## src/rtl/hc194_pkg.sv

```systemverilog
// Shared op codes, FSM state encodings and HC194 mode constants for the HC194 command sequencer.
package hc194_pkg;

  typedef enum logic [1:0] {
    OP_HOLD = 2'b00,
    OP_SHR  = 2'b01,
    OP_SHL  = 2'b10,
    OP_LOAD = 2'b11
  } op_e;

  typedef enum logic [1:0] {
    ST_IDLE = 2'b00,
    ST_RUN  = 2'b01,
    ST_DONE = 2'b10
  } state_e;

  localparam logic [1:0] S_HOLD = 2'b00;
  localparam logic [1:0] S_SHR  = 2'b01;
  localparam logic [1:0] S_SHL  = 2'b10;
  localparam logic [1:0] S_LOAD = 2'b11;

  // Op codes are chosen to equal the HC194 mode they drive.
  function automatic logic [1:0] mode_of(input logic [1:0] op);
    return op;
  endfunction

endpackage

```

## src/rtl/hc194_rep_cnt.sv

```systemverilog
// Loadable CNT_W-bit down-counter; o_last flags the final cycle of a run (count == 1).
module hc194_rep_cnt #(
  parameter int CNT_W = 4
) (
  input  logic             i_clk,
  input  logic             i_rst,
  input  logic             i_load,
  input  logic [CNT_W-1:0] i_load_val,
  input  logic             i_dec,
  output logic             o_last
);

  logic [CNT_W-1:0] r_cnt;

  always_ff @(posedge i_clk or posedge i_rst) begin
    if (i_rst)                      r_cnt <= '0;
    else if (i_load)                r_cnt <= i_load_val;
    else if (i_dec && r_cnt != '0)  r_cnt <= r_cnt - 1'b1;
  end

  assign o_last = (r_cnt == CNT_W'(1));

endmodule

```

## src/rtl/hc194_seq_ctrl.sv

```systemverilog
// Command sequencer driving an HC194 universal shift register cycle by cycle.
// Optional feature macro ROTATE_EN: feeds Q_fb back into DSR/DSL for rotate commands.
module hc194_seq_ctrl
  import hc194_pkg::*;
#(
  parameter int WIDTH = 4,
  parameter int CNT_W = 4
) (
  input  logic             Clk,
  input  logic             MR,
  input  logic             cmd_valid,
  output logic             cmd_ready,
  input  logic [1:0]       cmd_op,
  input  logic [CNT_W-1:0] cmd_cnt,
  input  logic [WIDTH-1:0] cmd_data,
  input  logic             cmd_sin,
  input  logic             cmd_rot,
  input  logic [WIDTH-1:0] Q_fb,
  output logic [1:0]       S,
  output logic [WIDTH-1:0] D,
  output logic             DSR,
  output logic             DSL,
  output logic             busy,
  output logic             done
);

  state_e           r_state, w_next;
  logic [1:0]       r_op, r_s, w_s_nxt;
  logic [WIDTH-1:0] r_d;
  logic             r_sin, r_dsr, r_dsl, r_busy, r_done;
  logic             w_busy_nxt, w_done_nxt, w_accept, w_zero, w_last, w_sin_cur;
  logic [CNT_W-1:0] w_load_val;

  assign cmd_ready  = (r_state == ST_IDLE);
  assign w_accept   = cmd_valid & cmd_ready;
  assign w_zero     = (cmd_op != OP_LOAD) && (cmd_cnt == '0);
  assign w_load_val = (cmd_op == OP_LOAD) ? CNT_W'(1) : cmd_cnt;
  assign w_sin_cur  = w_accept ? cmd_sin : r_sin;

  hc194_rep_cnt #(.CNT_W(CNT_W)) u_cnt (
    .i_clk      (Clk),
    .i_rst      (MR),
    .i_load     (w_accept),
    .i_load_val (w_load_val),
    .i_dec      (r_state == ST_RUN),
    .o_last     (w_last)
  );

  always_comb begin
    w_next     = r_state;
    w_s_nxt    = S_HOLD;
    w_busy_nxt = 1'b0;
    w_done_nxt = 1'b0;
    case (r_state)
      ST_IDLE: if (w_accept) begin
        w_busy_nxt = 1'b1;
        if (w_zero) begin
          w_next     = ST_DONE;
          w_done_nxt = 1'b1;
        end else begin
          w_next  = ST_RUN;
          w_s_nxt = mode_of(cmd_op);
        end
      end
      ST_RUN: begin
        w_busy_nxt = 1'b1;
        if (w_last) begin
          w_next     = ST_DONE;
          w_done_nxt = 1'b1;
        end else begin
          w_s_nxt = mode_of(r_op);
        end
      end
      ST_DONE: w_next = ST_IDLE;
      default: w_next = ST_IDLE;
    endcase
  end

  always_ff @(posedge Clk or posedge MR) begin
    if (MR) begin
      r_state <= ST_IDLE;
      r_op    <= OP_HOLD;
      r_sin   <= 1'b0;
      r_d     <= '0;
      r_s     <= S_HOLD;
      r_dsr   <= 1'b0;
      r_dsl   <= 1'b0;
      r_busy  <= 1'b0;
      r_done  <= 1'b0;
    end else begin
      r_state <= w_next;
      if (w_accept) begin
        r_op  <= cmd_op;
        r_sin <= cmd_sin;
        r_d   <= cmd_data;
      end
      r_s    <= w_s_nxt;
      r_dsr  <= (w_s_nxt == S_SHR) & w_sin_cur;
      r_dsl  <= (w_s_nxt == S_SHL) & w_sin_cur;
      r_busy <= w_busy_nxt;
      r_done <= w_done_nxt;
    end
  end

  assign S    = r_s;
  assign D    = r_d;
  assign busy = r_busy;
  assign done = r_done;

`ifdef ROTATE_EN
  logic r_rot;

  always_ff @(posedge Clk or posedge MR) begin
    if (MR)            r_rot <= 1'b0;
    else if (w_accept) r_rot <= cmd_rot;
  end

  // Rotate path is combinational from Q_fb so the wrapped bit lands on the same edge.
  assign DSR = (r_rot && r_s == S_SHR) ? Q_fb[WIDTH-1] : r_dsr;
  assign DSL = (r_rot && r_s == S_SHL) ? Q_fb[0]       : r_dsl;
`else
  logic w_unused_rot;
  assign w_unused_rot = ^{cmd_rot, Q_fb};
  assign DSR = r_dsr;
  assign DSL = r_dsl;
`endif

endmodule

```

## config.mk

```make
export PLATFORM = sky130hd
export DESIGN_NAME = hc194_seq_ctrl
export DESIGN_NICKNAME = d
export VERILOG_FILES = /design/src/rtl/hc194_pkg.sv /design/src/rtl/hc194_rep_cnt.sv /design/src/rtl/hc194_seq_ctrl.sv
export SDC_FILE = /design/constraint.sdc
export NUM_CORES = 1
export LEC_CHECK = 0
export CAP_MARGIN = 5
export CORE_UTILIZATION = 31
export DETAILED_ROUTE_END_ITERATION = 10
export REMOVE_ABC_BUFFERS = 1
export SYNTH_ARGS = -nofsm -noshare
export SYNTH_HDL_FRONTEND = slang
export SYNTH_SLANG_ARGS = --single-unit
```

## constraint.sdc

```tcl
create_clock -name Clk -period 1.9 [get_ports Clk]
set_input_delay 0.38 -clock Clk [delete_from_list [all_inputs] [get_ports Clk]]
set_output_delay 0.38 -clock Clk [all_outputs]
set_load 0.1 [all_outputs]
```

# Word level (Yosys, flattened, before mapping)
# Cells that the tools add are included.
word_totals:
  in_bits: 19
  register_bits: 19
  out_inout_bits: 11
  word_cells: 47
op_classes:
  muxes: 18
  bitwise_logic: 3
  add_sub_neg: 1
  n_eq_ne: 8
  n_reduce_logical: 7
op_table:
  columns: ["operator", "n"]
  rows:
  - ["$mux 2", 6]
  - ["$mux 4", 3]
  - ["$pmux 2 s2", 2]
  - ["$mux 1", 5]
  - ["$eq 2x1->1 const B", 2]
  - ["$eq 2x2->1 const B", 2]
  - ["$eq 4x1->1 const B", 1]
  - ["$logic_not 4->1", 1]
  - ["$ne 2x2->1 const B", 2]
  - ["$pmux 1 s2", 2]
  - ["$reduce_bool 4->1", 1]
  - ["$sub 4x1->4 const B", 1]
  - ["$and 1x1->1", 3]
  - ["$logic_and 1x1->1", 2]
  - ["$logic_not 2->1", 1]
  - ["$ne 2x1->1 const B", 1]
  - ["$reduce_and 2->1", 1]
  - ["$reduce_bool 2->1", 1]

# Logic depth before layout (Yosys ltp)
logic_depth:
  word_depth: 7
  ltp_mapped: 6
  ltp_nobuf: 6

# Modules after synthesis
# Synthesis repeated with hierarchy kept, for this count alone.
hier_totals:
  hier_cells: 78
  hier_area_um2: 902.1
modules_own_cells:
  columns: ["mod", "seq_area_each_um2", "cells_each", "area_per_inst_um2", "n_inst"]
  rows:
  - ["hc194_seq_ctrl", 375.4, 48, 615.6, 1]
  - ["hc194_rep_cnt", 100.1, 30, 286.5, 1]

# Worst setup path after synthesis
# Ideal clock, no wire load.
synth_timing:
  kind: "register to output"
  from: "reg r_state[0]"
  to: "out cmd_ready"
  arrival_ns: 1.751
  path_stages_with_launch: 3
  t_required_ns: 1.520
  slack_ns: -0.231
  n_path_buf: 1
  path_cell_list: "dfrtp_1 > buf_2 > nor2_1"
synth_between:
  elab_chain_len: 1
synth_rtl:
  columns: ["item", "line_no", "rtl"]
  rows:
  - ["start, declared", "hc194_seq_ctrl.sv:27", "state_e r_state, w_next;"]
  - ["start signal, assigned", "hc194_seq_ctrl.sv:91", "r_state <= w_next;"]
  - ["$logic_not 2->1", "hc194_seq_ctrl.sv:34", "assign cmd_ready = (r_state == ST_IDLE);"]
  - ["end, declared", "hc194_seq_ctrl.sv:12", "output logic cmd_ready,"]
# Every way passes these cells.

# Final worst setup path
layout_timing:
  from: "reg r_state[1]"
  to: "out cmd_ready"
# Same word-level chain as after synthesis.

==> impl_results.rst <==
.. list-table::
   :header-rows: 1

   * - Metric
     - Value
   * - Seq cells post-synth
     - 19
   * - Die footprint
     - just over 3000 sq um
   * - Gate count of the mapped netlist
     - 74
   * - Count of H-tree levels built during CTS
     - 1
   * - Relative slew margins
     - 0.7878
   * - Top flip-flop cell by instance count after synthesis
     - sky130_fd_sc_hd__dfrtp_1
   * - Clk pin slew, worst setup/hold paths
     - 0.11 ns
   * - Sequential area share after synthesis
     - 0.5322
   * - DIE HEIGHT
     - between 50 and 60 um
   * - Destination of the critical timing path
     - cmd_ready
   * - DRC violation total after the first TritonRoute iteration
     - 10
   * - Placed cell area
     - 1206 sq um
   * - Crit path kind
     - flip-flop to output port
   * - CTS max path bufs
     - 2
   * - Total clock buffers created by CTS
     - 3
   * - Worst Setup Start Kind
     - flip-flop
   * - Clock root buffer
     - sky130_fd_sc_hd__clkbuf_4
   * - Ys Warns
     - 0
   * - Final critical delay including setup and external delays
     - roughly 1.6 ns
   * - Count of antenna diodes in the layout
     - 0
   * - Core ar.
     - around 2700 sq um
   * - Maximum fanout encountered on the critical timing path
     - 8
   * - Number of nets with antenna violations after detailed routing
     - 0
   * - Max-capacitance violation count
     - 0
   * - Post-route insts no fill
     - approximately 140
   * - Clk Latency, worst-skew pair
     - roughly 0.30 ns
   * - Remaining global-route overflow
     - 0
   * - Remaining routing DRC violations
     - 0
   * - Fraction of final layout cells sized beyond drive strength 1
     - 0.3084
   * - Hold-fix buffer count after cts
     - 0
   * - Data required time at the worst endpoint
     - about 1.5 ns
   * - Final design area excluding fillers
     - ~1200 sq um
   * - Final HPWL DP
     - around 1.3 mm
   * - Clock tree from TritonCTS
     - built
   * - Leading cell type by number of instances after synthesis
     - sky130_fd_sc_hd__dfrtp_1
   * - Overall routed net length
     - between 1.5 and 2 mm
   * - Final net count
     - 129
   * - Die Wd
     - 55.68 um
   * - Pin count of the biggest net entering global routing
     - 18
   * - Mean routed wirelength per cell
     - about 12 um
   * - DP Cell Count
     - ~130
   * - Startpoint of the lowest-slack register-to-register path
     - u_cnt.r_cnt[0]
   * - Commonest cells post-synth
     - sky130_fd_sc_hd__dfrtp_1 (19), sky130_fd_sc_hd__a21oi_1 (6), sky130_fd_sc_hd__mux2_2 (6)
   * - Number of top-level pins
     - 30
   * - EDFF count, synth
     - 0
   * - Initial core utilization
     - 0.3268
   * - Worst Reg2Reg Path Length in Cells
     - 7
   * - Distinct cells, synth
     - 26
   * - Number of sinks on the clock net
     - 19
   * - Wire length of the first global-routing pass
     - ~3.0 mm
   * - Run status
     - completed
   * - Element type at the critical path end
     - output port
   * - Setup violations, final
     - 0
   * - # port buffers
     - 24
   * - Via/cell ratio
     - 4.942
   * - Total via count in the routed design
     - between 600 and 700
   * - Number of resized instances in the post-cts repair step
     - 0
   * - 1st-pass router iterations
     - 4
   * - Start point of the critical path
     - r_state[1]
   * - Final Hold Fails
     - 0
   * - R2R Setup Slk
     - around 0.3 ns
   * - Area growth syn-to-layout
     - 38.09%
   * - Cell type contributing the most total cell area after synthesis
     - sky130_fd_sc_hd__dfrtp_1
   * - Buffers inserted by post-CTS timing repair
     - 0
   * - Total number of placement rows
     - 19
   * - Fin Clk Skew
     - between 0.003 and 0.004 ns
   * - Data arrival time of the worst path
     - 1.24 ns
   * - Max-slew violation count
     - 0
   * - Per-instance average area after synthesis
     - 12.07 sq um
   * - Capture point of the worst reg-to-reg path
     - u_cnt.r_cnt[0]
   * - Antenna violations before repair
     - 0
   * - Total routing resource utilization after global routing
     - 0.1270
   * - Share of Yosys cell area claimed by the top area cell type
     - 0.5322
   * - Cell area after technology mapping
     - around 900 sq um
   * - Post-synth ARST share
     - 1.000
   * - Actual transition at the worst max-transition pin
     - about 0.31 ns
   * - Post-route fraction of the period consumed by the critical path
     - 0.8512
   * - Weighted congestion reported at the end of routability-driven placement
     - approximately 0.75
   * - Tightest Hold Check Type
     - primary input to async pin
   * - Highest clock frequency the design can meet
     - roughly 0.6 GHz
   * - Setup repair after global routing missed its margin
     - false
   * - Vias in the first global route
     - just over 700
   * - Top cells by area in the synthesized netlist
     - sky130_fd_sc_hd__dfrtp_1 (53%), sky130_fd_sc_hd__mux2_2 (7.6%), sky130_fd_sc_hd__nor3b_1 (4.2%), sky130_fd_sc_hd__a21oi_1 (3.4%), sky130_fd_sc_hd__ha_1 (2.8%)
[critical path, cell delays in order (launching register included)]
cell,delay [ns]
sky130_fd_sc_hd__dfrtp_1,0.50
sky130_fd_sc_hd__nor2_1,0.23
sky130_fd_sc_hd__buf_12,0.20
[cell type report]
cell class	count	area, sq um
Fill cell	263	1500
Sequential cell	19	475.5
Multi-Input combinational cell	48	379.1
Timing Repair Buffer	32	297.8
Tap cell	31	38.79
Clock buffer	3	22.52
Inverter	4	15.01
Clock inverter	1	5.005
[kinds of logic (layout without fill, tap and decap cells)]
kind of cell	Yosys count	in the layout	share of synthesized area
buf+inv	7	40	0.04341
simple gates	22	22	0.1625
fa+ha+maj	2	2	0.02801
flops	19	19	0.5322
compound gates	17	17	0.1471
mux	7	7	0.08683
[worst min path at each step]
stage / startpoint / to / slack, ns / cells after the start
finish: MR / D[1] / 0.28 / 2
global route: MR / D[1] / 0.31 / 2
CTS: MR / D[1] / 0.28 / 2
detailed placement: r_op[0] / r_op[0] / 0.50 / 1
global placement: r_op[0] / r_op[0] / 0.49 / 1
floorplan: MR / DSL / 0.33 / 1
[registers in the layout, summed over array words and instances, names as in the netlist]
name and count:
S 2, done 1, r_op 2, D 4, DSL 1, DSR 1
r_state 2, busy 1, u_cnt.r_cnt 4, r_sin 1
[metrics by stage]
stage	worst slack, ns	setup TNS [ns]	hold slack, ns	util
2_1_floorplan	-0.2304	-0.2304	0.3311	-
3_3_place_gp	0.02259	0	0.4916	0.4412
3_5_place_dp	0.006881	0	0.5012	0.4412
4_1_cts	0.2593	0	0.2826	0.4513
5_1_grt	0.1047	0	0.3056	0.4513
6_report	0.2828	0	0.2795	0.4513
[layer usage]
layer	part of all wire	routed length, um	vias to the layer above	GRT usage
met5	0	0	-	0
met1	0.43	716	331	0.1540
li1	-	-	330	-
met2	0.51	855	16	0.2100
met4	0.024	41	0	0.06429
met3	0.038	64	5	0.03023
[layout by cell type, fill, tap and decap left out, drive strengths merged, types with 2 or more instances in the layout]
master	n
clkdlybuf4s50	13
a21oi	6
clkbuf	3
o21ai	3
nand2	3
nor3	3
ha	2
mux2	6
a22o	2
inv	4
dfrtp	19
buf	19
nor3b	6
nand2b	2
nor2	5
a32o	2
Power is left out: the tool's default activity adds up to more than one toggle a clock period on the data nets, which glitch-free logic cannot reach.
